[config.mk]
export PLATFORM = sky130hd
export DESIGN_NAME = op_lut_port_tagger
export DESIGN_NICKNAME = d
export VERILOG_FILES = /design/src/rtl/op_lut_port_tagger.sv
export SDC_FILE = /design/constraint.sdc
export NUM_CORES = 2
export LEC_CHECK = 0
export ABC_AREA = 1
export CAP_MARGIN = 20
export CORE_MARGIN = 5
export CORE_UTILIZATION = 45
export DETAILED_ROUTE_END_ITERATION = 8
export PLACE_DENSITY_LB_ADDON = 0.2
export SKIP_CTS_REPAIR_TIMING = 1
export SLEW_MARGIN = 30
export SYNTH_ARGS = -nofsm -noshare
export SYNTH_HDL_FRONTEND = slang
export SYNTH_SLANG_ARGS = --single-unit
[constraint.sdc]
create_clock -name axi_aclk -period 91.7 [get_ports axi_aclk]
set_clock_uncertainty 0.05 [all_clocks]
set_input_delay 13.755 -clock axi_aclk [delete_from_list [all_inputs] [get_ports axi_aclk]]
set_output_delay 13.755 -clock axi_aclk [all_outputs]
set_load 0.01 [all_outputs]
[src/rtl/op_lut_port_tagger.sv]
// rtl/op_lut_port_tagger.sv - tags the first beat of each packet with its one-hot output port in tuser[31:24]
// Optional per-direction packet counters are built when OP_LUT_TAGGER_STATS_EN is defined.
module op_lut_port_tagger #(
    parameter int C_S_AXIS_DATA_WIDTH  = 256,
    parameter int C_S_AXIS_TUSER_WIDTH = 128,
    parameter int NUM_QUEUES           = 8,
    parameter int IN_FIFO_DEPTH_BITS   = 3
) (
    input  logic                                 axi_aclk,
    input  logic                                 axi_resetn,
    input  logic [C_S_AXIS_DATA_WIDTH-1:0]       s_axis_tdata,
    input  logic [C_S_AXIS_DATA_WIDTH/8-1:0]     s_axis_tkeep,
    input  logic [C_S_AXIS_TUSER_WIDTH-1:0]      s_axis_tuser,
    input  logic                                 s_axis_tvalid,
    input  logic                                 s_axis_tlast,
    output logic                                 s_axis_tready,
    output logic [C_S_AXIS_DATA_WIDTH-1:0]       m_axis_tdata,
    output logic [C_S_AXIS_DATA_WIDTH/8-1:0]     m_axis_tkeep,
    output logic [C_S_AXIS_TUSER_WIDTH-1:0]      m_axis_tuser,
    output logic                                 m_axis_tvalid,
    output logic                                 m_axis_tlast,
    input  logic                                 m_axis_tready,
    input  logic                                 hdr_vld,
    input  logic                                 is_from_cpu,
    input  logic [NUM_QUEUES-1:0]                to_cpu_port,
    input  logic [NUM_QUEUES-1:0]                from_cpu_port,
    output logic                                 rd_hdr_parser
`ifdef OP_LUT_TAGGER_STATS_EN
    ,
    output logic [31:0]                          pkt_from_cpu_cnt,
    output logic [31:0]                          pkt_to_cpu_cnt
`endif
);

    localparam int DEPTH   = 1 << IN_FIFO_DEPTH_BITS;
    localparam int KEEP_W  = C_S_AXIS_DATA_WIDTH / 8;
    localparam int ENTRY_W = C_S_AXIS_DATA_WIDTH + KEEP_W + C_S_AXIS_TUSER_WIDTH + 1;
    localparam int CNT_W   = IN_FIFO_DEPTH_BITS + 1;

    typedef enum logic {WAIT_HDR = 1'b0, SEND_BODY = 1'b1} state_t;

    logic [ENTRY_W-1:0]            mem_q [DEPTH];
    logic [IN_FIFO_DEPTH_BITS-1:0] wr_ptr_q, rd_ptr_q;
    logic [CNT_W-1:0]              count_q, count_d;
    logic                          rdy_en_q;
    state_t                        state_q, state_d;

    logic                              push, pop, empty;
    logic [C_S_AXIS_DATA_WIDTH-1:0]    head_tdata;
    logic [KEEP_W-1:0]                 head_tkeep;
    logic [C_S_AXIS_TUSER_WIDTH-1:0]   head_tuser;
    logic                              head_tlast;

    // Two slots of headroom keep ready a registered decision that never overflows.
    assign s_axis_tready = rdy_en_q && (count_q <= CNT_W'(DEPTH - 2));
    assign push          = s_axis_tvalid && s_axis_tready;
    assign pop           = m_axis_tvalid && m_axis_tready;
    assign empty         = (count_q == '0);

    assign {head_tdata, head_tkeep, head_tuser, head_tlast} = mem_q[rd_ptr_q];

    always_ff @(posedge axi_aclk) begin
        if (push) begin
            mem_q[wr_ptr_q] <= {s_axis_tdata, s_axis_tkeep, s_axis_tuser, s_axis_tlast};
        end
    end

    always_comb begin
        count_d = count_q;
        case ({push, pop})
            2'b10:   count_d = count_q + 1'b1;
            2'b01:   count_d = count_q - 1'b1;
            default: count_d = count_q;
        endcase
    end

    always_ff @(posedge axi_aclk or negedge axi_resetn) begin
        if (!axi_resetn) begin
            wr_ptr_q <= '0;
            rd_ptr_q <= '0;
            count_q  <= '0;
            rdy_en_q <= 1'b0;
        end else begin
            rdy_en_q <= 1'b1;
            count_q  <= count_d;
            if (push) wr_ptr_q <= wr_ptr_q + 1'b1;
            if (pop)  rd_ptr_q <= rd_ptr_q + 1'b1;
        end
    end

    always_ff @(posedge axi_aclk or negedge axi_resetn) begin
        if (!axi_resetn) begin
            state_q <= WAIT_HDR;
        end else begin
            state_q <= state_d;
        end
    end

    always_comb begin
        state_d = state_q;
        case (state_q)
            WAIT_HDR:  if (pop && !head_tlast) state_d = SEND_BODY;
            SEND_BODY: if (pop && head_tlast)  state_d = WAIT_HDR;
            default:   state_d = WAIT_HDR;
        endcase
    end

    always_comb begin
        m_axis_tdata  = head_tdata;
        m_axis_tkeep  = head_tkeep;
        m_axis_tuser  = head_tuser;
        m_axis_tlast  = head_tlast;
        m_axis_tvalid = 1'b0;
        rd_hdr_parser = 1'b0;
        case (state_q)
            WAIT_HDR: begin
                m_axis_tvalid = !empty && hdr_vld;
                m_axis_tuser[24 +: NUM_QUEUES] = is_from_cpu ? from_cpu_port : to_cpu_port;
                rd_hdr_parser = !empty && hdr_vld && m_axis_tready;
            end
            SEND_BODY: begin
                m_axis_tvalid = !empty;
            end
            default: begin
                m_axis_tvalid = 1'b0;
            end
        endcase
    end

`ifdef OP_LUT_TAGGER_STATS_EN
    always_ff @(posedge axi_aclk or negedge axi_resetn) begin
        if (!axi_resetn) begin
            pkt_from_cpu_cnt <= '0;
            pkt_to_cpu_cnt   <= '0;
        end else if (rd_hdr_parser) begin
            if (is_from_cpu) pkt_from_cpu_cnt <= pkt_from_cpu_cnt + 32'd1;
            else             pkt_to_cpu_cnt   <= pkt_to_cpu_cnt + 32'd1;
        end
    end
`endif

endmodule

Word level (Yosys, flattened, before mapping)

Memories as Yosys holds them, arrays and structs flattened.
Cells that the tools add are included.

Bits of input ports: 439
Memory bits (writable): 3336
Output and inout port bits: 420
Word-level logic and storage cells: 35
Memories: 1
Flip-flop bits (word level): 12

Memory list:

| name  | depth | bits a word | read ports | clocked after Yosys merged registers in | wr ports | RTL line | source |
|---|---|---|---|---|---|---|---|
| mem_q | 8     | 417         | 1          | 0                                       | 1        | 42       | `logic [ENTRY_W-1:0] mem_q [DEPTH];` |

Reduce and logical (&&, ||, !) cells: 11
Muxes and demuxes: 10
Bitwise operators: 1
$lt $le $gt $ge: 1
Add/subtract/negate cells: 4
Equality and inequality tests: 2

Operators with widths:

| cell                | number |
|---|---|
| $mux 8              | 2 |
| $pmux 4 s2          | 1 |
| $logic_and 1x1->1   | 7 |
| $add 3x1->3 const B | 2 |
| $mux 1              | 5 |
| $add 4x1->4 const B | 1 |
| $le 4x3->1 const B  | 1 |
| $logic_not 4->1     | 1 |
| $pmux 1 s2          | 2 |
| $sub 4x1->4 const B | 1 |
| $eq 2x1->1 const B  | 1 |
| $eq 2x2->1 const B  | 1 |
| $logic_not 1->1     | 2 |
| $reduce_bool 2->1   | 1 |
| $not 1->1           | 1 |

Depth between registers and ports, before layout

Word-level depth: 8
Depth in mapped cells: 13
Gate-level depth less buffers: 13

Least setup slack after synthesis

OpenSTA, ideal clock, no wires.

Path kind: input to register
Start point: input s_axis_tvalid
End point: memory mem_q[0][0] (netlist name), enable pin
Path buffers: 0
Slack: 47.623 ns
Data arrival time: 42.320 ns
Data required time: 89.943 ns
Stages on the path: 3
Library setup time: 1.707 ns
Cell sequence: nand4_1 or2_2 nor3_1

Longest elaborated chain between the ends: 3

Ends and longest elaborated chain:

| item                         | RTL line | source |
|---|---|---|
| start, declared              | 14       | `input logic s_axis_tvalid,` |
| $logic_and 1x1->1            | 56       | `assign push = s_axis_tvalid && s_axis_tready;` |
| $mux 1                       | 63       | `if (push) begin` |
| $mux 1 (implied by the code) | 64       | `mem_q[wr_ptr_q] <= {s_axis_tdata, s_axis_tkeep, s_axis_tuser, s_axis_tlast};` |
| end, declared                | 42       |  |

Every way passes these cells.

Worst setup path after layout

Start point: input is_from_cpu
End point: output m_axis_tuser[27]

Longest elaborated chain between the ends: 2

Ends and longest elaborated chain:

| item            | RTL line | source |
|---|---|---|
| start, declared | 24       | `input logic is_from_cpu,` |
| $mux 8          | 118      | `m_axis_tuser[24 +: NUM_QUEUES] = is_from_cpu ? from_cpu_port : to_cpu_port;` |
| $mux 8          | 115      | `case (state_q)` |
| end, declared   | 19       | `output logic [C_S_AXIS_TUSER_WIDTH-1:0] m_axis_tuser,` |

Every way passes these cells.

==> results.md <==
- Syn-to-layout area delta: 18.3%
- Syn Area/Cell: 13.5 um2
- Maxcap violations: 0
- WL final: 348000 um
- Cell count after synthesis: 9555
- WS Path Type: input port to output pin
- Final nets: 10700
- CP startpoint kind: input port
- Commonest non-fill, non-tap cell in the layout: edfxtp_1
- Reg power frac: 36.5%
- Synth unique cells: 28
- Largest net degree at the start of global routing: 253
- Clk sinks: 3348
- 1st-pass router iterations: 6
- Switching power: 1.75 mW
- RSZ-0062 raised after global routing: no
- First-pass GRT wire length: 511000 um
- Peak supply drop: 39.0 uV
- HPWL after DPL: 184000 um
- Core Area: 0.285 mm2
- Clock H-tree levels: 5
- Io pins: 859
- CTS clk-pin slew, worst paths: 0.06 ns
- Drt first-iter violations: 7573
- Synth warnings: 0
- Highest routed layer: met5
- Vias in the first global route: 79800
- Fmax: 0.0334 GHz
- I/O Buffers: 858
- Grt ovf: 0
- Total Routing Usage GR: 22.7%
- Tcrit/Tclk final: 32.6%
- R2R cell count: 9
- Hold Vio Cnt, Final: 0
- Die Span Y: 545 um
- Comb pwr share: 35.5%
- Die area: 0.297 mm2
- Asr flop ratio synth: 0.358%
- TritonCTS clock tree: done
- Hold crit path type: flop to flop
- Post-synthesis net count: 9999
- Remaining routing DRC violations: 0
- Data required time of the worst path: 77.89 ns
- CP endpoint kind: output pin
- Met1 Wirelength: 142000 um
- Clock network power share: 28.0%
- Pint: 3.18 mW
- Final worst slack: 61.80 ns
- Layout cell share with drive strength beyond 1: 5.97%
- Post-synthesis sequential area ratio: 78.1%
- Leading area contributor after synthesis: edfxtp_1
- Post-synth top area share: 77.9%
- Clk buf depth: 4
- Clock Tree Root: clkbuf_16
- Hold depth: 2
- CTS Buf Count: 348
- Final Max Tran Viols: 0
- Antenna violations before repair: 100
- Top post-synthesis cells by area: edfxtp_1, o21ai_0, nor2_1
- Synth Register Bits: 3348
- Routed met3 length: 30700 um
- Worst Path Max Fanout: 14
- Final setup vio count: 0
- Mapped cell area: 0.129 mm2
- Initial Util: 45.2%
- Net Sw Frac: 35.6%
- DR WL/cell: 24.2 um
- GP Congestion: 0.767
- Worst EP arrival: 16.10 ns
- Most frequent cells in the layout: edfxtp_1, nor2_1, o21ai_0, nand2_1, clkdlybuf4s50_1
- Slew @ Worst Pin: 1.07 ns
- Setup WS pre-CTS: 61.75 ns
- Pwr dens: 32.4 mW/mm2
- DRT antenna net count: 0
- Vias: 81100
- Max_slew headroom: 28.7%
- Routed wl met2: 164000 um
- Setup TNS: 0 ns
- Via density: 5.64
- Status: finished clean
- Pleak: 50.0 nW
- Dominant synthesized flop cell: edfxtp_1
- Die X: 545 um
- EDFF count, synth: 3336
- Tmin final: 29.90 ns
- Skew-Pair Late Insertion Delay: 0.89 ns
- Placement row count: 196
==> cell families (layout without fill, tap and decap cells) <==
kind of cell / after synthesis / count (layout) / share of synthesized area, %
multiplexers: 2 / 2 / 0.0156
adder cells (fa/ha/maj): 5 / 5 / 0.0487
flip-flops: 3348 / 3348 / 78.1
AO/OA/AOI/OAI: 2491 / 2491 / 10.5
XOR/XNOR: 4 / 4 / 0.0273
other: 1 / 77 / 0.00292
buffers and inverters: 680 / 1663 / 2.38
AND/OR/NAND/NOR: 3024 / 3024 / 8.88
==> cells in the mapped netlist, types with 11 or more instances <==
cell type     n
inv_1        27
nand3_1      39
buf_2       147
nand2_1    1299
edfxtp_1   3336
buf_1        26
o211ai_1     11
buf_6        15
o21ai_1      30
o21ai_0    1628
clkbuf_1    410
dfrtp_1      12
o22ai_1     816
buf_4        52
nor2_1     1679
==> critical path, stage by stage <==
cell	delay, ns
clkdlybuf4s50_1	0.45
buf_4	0.38
a21oi_1	0.14
o21ai_1	0.42
nand2_1	0.12
clkdlybuf4s50_1	0.67
==> flip-flops by register name (all words and copies together), names as in the netlist, named ones only <==
name      count
count_q       4
mem_q      3336
rd_ptr_q      3
rdy_en_q      1
wr_ptr_q      3
==> metrics by stage <==
| step | util, % | total power, mW | instance area (um2) | cells | hold WS, ns |
|---|---|---|---|---|---|
| after floorplan | - | 2.85 | 129000 | 9555 | 0.438 |
| after detailed placement | 49.3 | 3.57 | 140000 | 13600 | 0.467 |
| after global routing | 53.4 | 5.18 | 152000 | 14300 | 0.505 |
| after CTS | 53.2 | 4.95 | 152000 | 14300 | 0.482 |
| final | 53.4 | 4.93 | 152000 | 14400 | 0.483 |
| after global placement | 49.2 | 3.53 | 140000 | 13600 | 0.466 |
==> power groups by stage <==
stage               clock [mW]  combinational, mW  sequential (mW)
floorplan                    0              0.960             1.89
global placement             0               1.70             1.83
detailed placement           0               1.74             1.83
CTS                       1.40               1.75             1.80
global route              1.47               1.91             1.81
finish                    1.38               1.75             1.80
==> metal layers <==
layer | global-route usage [%] | up-vias
li1 | - | 36700
met1 | 30.7 | 41000
met2 | 36.3 | 2763
met3 | 5.77 | 611
met4 | 7.17 | 70
met5 | 0 | -
==> area by class of cell <==
class,instances,area [um2]
Sequential cell,3348,100000
Inverter,29,145
Clock inverter,213,2090
Tap cell,3762,4710
Clock buffer,427,9090
Fill cell,22900,133000
Multi-Input combinational cell,5527,25100
Antenna cell,76,190
Timing Repair Buffer,994,10300
==> worst paths after layout <==
kind	start	endpoint	slack, ns
setup / recovery	is_from_cpu	m_axis_tuser[27]	61.80
hold / removal	count_q[3]	count_q[3]	0.48
setup reg to reg	count_q[1]	mem_q[2][231]	86.12
hold reg to reg	count_q[3]	count_q[3]	0.48
max in group asynchronous	axi_resetn	rd_ptr_q[0]	77.73
min in group asynchronous	axi_resetn	rd_ptr_q[2]	13.28
No activity file was read; power rests on OpenSTA's default activity.
